--- src/rtl/periph_arbiter.sv ---
// Two-master (instruction/data) to three-slave (RAM/UART/CLINT) bus arbiter.
// Ports:
//   clock, reset                  rising-edge clock, async active-low reset
//   imem_in/imem_out              instruction master request/response
//   dmem_in/dmem_out              data master request/response (higher priority)
//   ram_in/uart_in/clint_in       slave requests (offset addresses)
//   ram_out/uart_out/clint_out    slave responses
package periph_arbiter_pkg;
    typedef struct packed {
        logic        mem_valid;
        logic [31:0] mem_addr;
        logic [31:0] mem_wdata;
        logic [3:0]  mem_wstrb;
    } mem_in_type;

    typedef struct packed {
        logic        mem_ready;
        logic        mem_error;
        logic [31:0] mem_rdata;
    } mem_out_type;
endpackage

module periph_arbiter
    import periph_arbiter_pkg::*;
#(
    parameter logic [31:0] ram_base   = 32'h0000_0000,
    parameter logic [31:0] ram_size   = 32'h0010_0000,
    parameter logic [31:0] uart_base  = 32'h0100_0000,
    parameter logic [31:0] uart_size  = 32'h0000_1000,
    parameter logic [31:0] clint_base = 32'h0200_0000,
    parameter logic [31:0] clint_size = 32'h0001_0000,
    parameter int unsigned timeout    = 1024
) (
    input  logic        clock,
    input  logic        reset,
    input  mem_in_type  imem_in,
    output mem_out_type imem_out,
    input  mem_in_type  dmem_in,
    output mem_out_type dmem_out,
    output mem_in_type  ram_in,
    output mem_in_type  uart_in,
    output mem_in_type  clint_in,
    input  mem_out_type ram_out,
    input  mem_out_type uart_out,
    input  mem_out_type clint_out
);
    localparam int unsigned cnt_w = $clog2(timeout + 1);
    localparam logic [cnt_w-1:0] cnt_last = cnt_w'(timeout - 1);

    typedef enum logic {IDLE, WAIT} state_t;
    typedef enum logic [1:0] {SEL_RAM, SEL_UART, SEL_CLINT} sel_t;

    state_t           state, state_n;
    sel_t             sel, sel_n;
    logic             owner, owner_n;      // 1: data master owns the transaction
    logic [cnt_w-1:0] cnt, cnt_n;
    logic [1:0]       pend_v, pend_v_n, acc, eff_v;
    mem_in_type       pend_q [2];
    mem_in_type       pend_n [2];
    mem_in_type       m_in [2];
    mem_in_type       grant;
    mem_in_type       ram_n, uart_n, clint_n;
    mem_out_type      imem_n, dmem_n, rsp, sel_rsp;
    logic             rsp_v, g;

    // Region hit in 33 bits so base+size never wraps.
    function automatic logic in_region(input logic [31:0] a, input logic [31:0] base,
                                       input logic [31:0] size);
        logic [32:0] x, lo, hi;
        x  = {1'b0, a};
        lo = {1'b0, base};
        hi = lo + {1'b0, size};
        return (x >= lo) && (x < hi);
    endfunction

    // Capture, arbitration, decode, wait/timeout and response steering.
    always_comb begin
        state_n  = state;
        sel_n    = sel;
        owner_n  = owner;
        cnt_n    = cnt;
        ram_n    = '0;
        uart_n   = '0;
        clint_n  = '0;
        imem_n   = '0;
        dmem_n   = '0;
        rsp      = '0;
        rsp_v    = 1'b0;
        g        = 1'b0;
        grant    = '0;
        sel_rsp  = '0;
        m_in[0]  = imem_in;
        m_in[1]  = dmem_in;

        // A pulse is taken only when that master has nothing pending or in flight.
        for (int m = 0; m < 2; m++) begin
            acc[m]    = m_in[m].mem_valid && !pend_v[m] && !(state == WAIT && owner == 1'(m));
            pend_n[m] = acc[m] ? m_in[m] : pend_q[m];
            eff_v[m]  = pend_v[m] || acc[m];
        end
        pend_v_n = pend_v | acc;

        case (sel)
            SEL_RAM:   sel_rsp = ram_out;
            SEL_UART:  sel_rsp = uart_out;
            SEL_CLINT: sel_rsp = clint_out;
            default:   sel_rsp = '0;
        endcase

        case (state)
            IDLE: begin
                if (|eff_v) begin
                    g           = eff_v[1];
                    grant       = pend_n[g];
                    pend_v_n[g] = 1'b0;
                    owner_n     = g;
                    cnt_n       = '0;
                    if (in_region(grant.mem_addr, ram_base, ram_size)) begin
                        ram_n           = grant;
                        ram_n.mem_valid = 1'b1;
                        ram_n.mem_addr  = grant.mem_addr - ram_base;
                        sel_n           = SEL_RAM;
                        state_n         = WAIT;
                    end else if (in_region(grant.mem_addr, uart_base, uart_size)) begin
                        uart_n           = grant;
                        uart_n.mem_valid = 1'b1;
                        uart_n.mem_addr  = grant.mem_addr - uart_base;
                        sel_n            = SEL_UART;
                        state_n          = WAIT;
                    end else if (in_region(grant.mem_addr, clint_base, clint_size)) begin
                        clint_n           = grant;
                        clint_n.mem_valid = 1'b1;
                        clint_n.mem_addr  = grant.mem_addr - clint_base;
                        sel_n             = SEL_CLINT;
                        state_n           = WAIT;
                    end else begin
                        rsp_v         = 1'b1;
                        rsp.mem_ready = 1'b1;
                        rsp.mem_error = 1'b1;
                    end
                end
            end
            WAIT: begin
                // A slave answer in the final count cycle still wins over the timeout.
                if (sel_rsp.mem_ready) begin
                    rsp_v   = 1'b1;
                    rsp     = sel_rsp;
                    state_n = IDLE;
                end else if (cnt == cnt_last) begin
                    rsp_v         = 1'b1;
                    rsp.mem_ready = 1'b1;
                    rsp.mem_error = 1'b1;
                    state_n       = IDLE;
                end else begin
                    cnt_n = cnt + cnt_w'(1);
                end
            end
            default: state_n = IDLE;
        endcase

        if (rsp_v) begin
            if (owner_n) dmem_n = rsp;
            else         imem_n = rsp;
        end
    end

    // State and registered outputs.
    always_ff @(posedge clock or negedge reset) begin
        if (!reset) begin
            state     <= IDLE;
            sel       <= SEL_RAM;
            owner     <= 1'b0;
            cnt       <= '0;
            pend_v    <= '0;
            pend_q[0] <= '0;
            pend_q[1] <= '0;
            ram_in    <= '0;
            uart_in   <= '0;
            clint_in  <= '0;
            imem_out  <= '0;
            dmem_out  <= '0;
        end else begin
            state     <= state_n;
            sel       <= sel_n;
            owner     <= owner_n;
            cnt       <= cnt_n;
            pend_v    <= pend_v_n;
            pend_q[0] <= pend_n[0];
            pend_q[1] <= pend_n[1];
            ram_in    <= ram_n;
            uart_in   <= uart_n;
            clint_in  <= clint_n;
            imem_out  <= imem_n;
            dmem_out  <= dmem_n;
        end
    end
endmodule

--- config.mk ---
export PLATFORM = sky130hd
export DESIGN_NAME = periph_arbiter
export DESIGN_NICKNAME = d
export VERILOG_FILES = /design/src/rtl/periph_arbiter.sv
export SDC_FILE = /design/constraint.sdc
export NUM_CORES = 1
export LEC_CHECK = 0
export ABC_AREA = 0
export ABC_CLOCK_PERIOD_IN_PS = 4700
export BUFFER_PORTS_ARGS = -buffer_cell sky130_fd_sc_hd__buf_4
export CAP_MARGIN = 20
export CORE_ASPECT_RATIO = 0.7
export CORE_UTILIZATION = 45
export DETAILED_ROUTE_END_ITERATION = 10
export GPL_ROUTABILITY_DRIVEN = 0
export PLACE_DENSITY = 0.76
export SYNTH_ARGS = -nofsm -noshare
export SYNTH_HDL_FRONTEND = slang
export SYNTH_SLANG_ARGS = --single-unit
--- constraint.sdc ---
create_clock -name clock -period 4.7 [get_ports clock]
set_input_delay 0.94 -clock clock [delete_from_list [all_inputs] [get_ports clock]]
set_output_delay 0.94 -clock clock [all_outputs]
set_load 0.01 [all_outputs]
After elaboration in Yosys (flattened, before gate mapping) --
Cells that the tools add are included.
Operators by class: multiplexer cells 58, equality and inequality tests 6, reduce and logical (&&, ||, !) cells 20, $lt $le $gt $ge 8, $add $sub $neg 3, bitwise gates (word level) 6
Operators by type and width (count):
- $mux W69 | 14
- $mux W68 | 3
- $mux W34 | 4
- $pmux W34 S3 | 1
- $mux W32 | 2
- $mux W11 | 3
- $ge A32 B25 Y1 const B | 1
- $ge A32 B26 Y1 const B | 1
- $lt A32 B21 Y1 const B | 1
- $lt A32 B25 Y1 const B | 1
- $lt A32 B26 Y1 const B | 1
- $sub A32 B25 Y32 const B | 1
- $sub A32 B26 Y32 const B | 1
- $mux W2 | 11
- $pmux W11 S2 | 1
- $mux W1 | 15
- $add A11 B1 Y11 const B | 1
- $eq A11 B10 Y1 const B | 1
- $logic_and A1 B1 Y1 | 9
- $ne A2 B2 Y1 const B | 3
- $reduce_and A3 Y1 | 2
- $logic_not A1 Y1 | 4
- $pmux W1 S2 | 2
- $pmux W2 S2 | 1
- 15 further kinds | 17
Storage, ports and cells: output and inout bits 275, input port bits 242, word-level logic and storage cells 132, flip-flop bits (word level) 430

Logic depth before layout (Yosys ltp) --
word-level depth 17, gate-level depth with buffers 17

Worst setup path after synthesis --
OpenSTA, ideal clock, no wires.
path kind input to register, start input port imem_in[68] (netlist bit), end register clint_in[60] (netlist bit), data arrival time 3566 ps, cell stages on the path 15, path slack 989 ps, data required time 4555 ps, setup time 145 ps, cells stage by stage nor2b_1 > nand2_1 > clkbuf_1 > mux2i_1 > nand2_1 > o21ai_0 > inv_1 > ha_1 > inv_1 > o31a_1 > o32ai_4 > nand3b_1 > buf_6 > buf_6 > nor2_1
RTL lines:
- start: declaration | RTL line 36 | input mem_in_type imem_in,
- end signal: assignment | RTL line 192 | clint_in <= clint_n;
- end: declaration | RTL line 42 | output mem_in_type clint_in,

==> results.json <==
{
  "clk_pin_slew_worst_paths_ps": 60,
  "synth_area_um2": 16700,
  "final_common_cell": "buf_4",
  "r2r_start": "state",
  "holdCritStartpoint": "pend_q[86]",
  "dieArea_um2": 37800,
  "internal_power_w": 0.00668,
  "pin_count": 517,
  "fp.dieW_um": 232,
  "hp-class": "register to register",
  "ys_warn_count": 0,
  "layout.cells.non_filler": 2454,
  "async_reset_ff_frac": 1.00,
  "clockBufferDepth": 3,
  "skew_ps": 24.2,
  "overflow": 0,
  "synth_area_per_cell_um2": 11.8,
  "crit_fanout": 47,
  "drc": 0,
  "clock_latency_ps": 560,
  "grt_pass1_vias": 12600,
  "finalSetupTns_ps": 0,
  "areaGrowthSynthToFinish_pct": 34.8,
  "cts_setup_buffers": 0,
  "ys_seq_elements": 428,
  "postCtsResizedCells": 0,
  "start_util": 0.460,
  "setup_viol": 0,
  "antenna_found_initial": 7,
  "power_frac_seq": 0.446,
  "finalHoldViolCount": 0,
  "routed_via_density": 5.04,
  "end_kind": "register",
  "syn_inst": 1414,
  "grt_max_degree": 131,
  "hpwl_um": 36400,
  "start_kind": "register",
  "cp.arrival_ps": 4440,
  "drive_above_1_share": 0.378,
  "critPathMostFrequentCell": "mux2i_1",
  "ys.flop_type": "dfrtp_1",
  "p_comb_frac": 0.209,
  "status": "complete, no violations",
  "io_buffers": 516,
  "track_usage": 0.259,
  "clock_sinks": 428,
  "dp_cells": 2374,
  "path_class": "register to register",
  "dr.pass1.iters": 7,
  "max_stage_delay_ps": 590,
  "p_clk_frac": 0.345,
  "fp.dieH_um": 163,
  "vias": 12400,
  "fmax_mhz": 253,
  "maxSlewHeadroom": 0.305,
  "r2r_slack_ps": 750,
  "yosysSeqAreaShare": 0.643,
  "rows": 58,
  "tightestPinTransition_ps": 1040,
  "numCtsBuffers": 42,
  "final_cell_mix": "buf_4, dfrtp_1, nand2_1",
  "path_buf_inv": 2,
  "cts.htree.levels": 2,
  "leakagePower_nw": 11.6,
  "synth_cell_types": 59,
  "ir_drop_uv": 278,
  "fp.coreArea_um2": 36200,
  "drtIter0Drc": 927,
  "grt_pass1_wl_um": 74100,
  "crit_chain": "a21boi_1 > nand2b_4 > mux2i_1 > mux2i_1 > inv_1 > ha_1 > o21ai_0 > nand2_1 > or3_1 > inv_2 > and2_1",
  "routedWlPerCell_um": 20.1,
  "drv_slew": 0,
  "powerDensity_nw_per_um2": 418,
  "cp_slowest_cell": "inv_2",
  "swShare": 0.288,
  "period_share": 0.841,
  "fin_nets": 2188,
  "cp_data_required_time_ps": 5190,
  "maxCapViolations": 0,
  "synth_edf_count": 0,
  "fin_crit_ps": 3950,
  "hold_end": "pend_q[86]",
  "crit_family": "simple AND/OR/NAND/NOR gates",
  "grt_setup_unrepaired": "false",
  "hold_depth": 2,
  "cts_hold_buf": 0,
  "routed_wirelength_um": 49300,
  "r2r_cells": 11,
  "power_switching_w": 0.00270,
  "cts_tree": "done",
  "reg2reg_to": "ram_in[34]",
  "ant_nets": 0,
  "root_buffer": "clkbuf_16"
}
## stage by stage
stage               hold WS [ps]  area (um2)  setup WS, ps  utilization  power (W)
CTS                          472       22400           757        0.620    0.00945
finish                       467       22500           749        0.620    0.00939
global route                 488       22500           376        0.620    0.00985
detailed placement           455       21100           370        0.584    0.00620
floorplan                    437       16700           989            -    0.00541
global placement             450       21100           525        0.584    0.00614
## flip-flops by register name, summed over array words and instances (netlist names)
| register | cells |
|---|---|
| imem_out | 34 |
| dmem_out | 34 |
| clint_in | 69 |
| ram_in | 69 |
| owner | 1 |
| pend_q | 136 |
| sel | 2 |
| pend_v | 2 |
| cnt | 11 |
| state | 1 |
| uart_in | 69 |
## worst max path at each step
stage,startpoint,to,cells past startpoint
after CTS,state,ram_in[34],11
final,state,ram_in[34],11
after global placement,dmem_in[68],ram_in[50],12
after floorplan,imem_in[68],clint_in[60],15
after global routing,state,ram_in[49],12
after detailed placement,dmem_in[68],ram_in[50],12
## routing by layer
layer | wire length [um] | vias to the layer above | share of wire | GRT usage
li1 | - | 5691 | - | -
met1 | 20900 | 6177 | 0.43 | 0.358
met2 | 23200 | 396 | 0.47 | 0.396
met3 | 3510 | 94 | 0.071 | 0.0657
met4 | 1620 | 2 | 0.033 | 0.0936
met5 | 11 | - | 0.00022 | 0
## final cells by class
cell class / instances / area [um2]
fill: 2869 / 13700
sequential: 428 / 10700
multi-input combinational: 902 / 5580
timing repair buffer: 550 / 4190
clock buffer: 62 / 1210
tap: 480 / 601
clock inverter: 12 / 113
inverter: 14 / 52.6
antenna: 6 / 15.0
## synth_stat cells (8+ instances only)
cell	number	share of area
dfrtp_1	428	0.64
nand2_1	203	0.046
nor2_1	169	0.038
mux2_2	113	0.076
and2_1	97	0.036
nor2b_1	64	0.024
a21oi_1	57	0.017
clkbuf_1	47	0.011
mux2i_1	43	0.026
nor4_1	14	0.0053
inv_1	13	0.0029
a311oi_1	12	0.0063
buf_2	12	0.0036
buf_1	11	0.0025
o21ai_0	11	0.0033
or4_1	11	0.0050
buf_6	10	0.0068
ha_1	8	0.0060
## power groups by stage
stage / sequential (W) / combinational, W / clock [W]
floorplan: 0.00422 / 0.00119 / 0
global placement: 0.00424 / 0.00190 / 0
detailed placement: 0.00425 / 0.00195 / 0
CTS: 0.00419 / 0.00196 / 0.00331
global route: 0.00422 / 0.00216 / 0.00347
finish: 0.00419 / 0.00196 / 0.00324
## cells by family (layout without fill, tap and decap cells)
group                      after synthesis  after routing  synth area share
muxes                                  156            156             0.102
other                                    1             18          0.000225
adders and majority gates                8              8           0.00601
and+or+nand+nor                        601            601             0.171
DFF                                    428            428             0.643
AOI/OAI and AO/OA                      115            115            0.0452
xor gates and xnor gates                10             10           0.00526
buffers and inverters                   95            638            0.0269
## worst register-to-register path, cell delays in order (launching register included)
cell	delay [ps]
dfrtp_1	570
a21boi_1	350
nand2b_4	220
mux2i_1	190
mux2i_1	520
inv_1	280
ha_1	250
o21ai_0	80
nand2_1	150
or3_1	420
inv_2	590
and2_1	270
(Power assumes the default switching activity.)
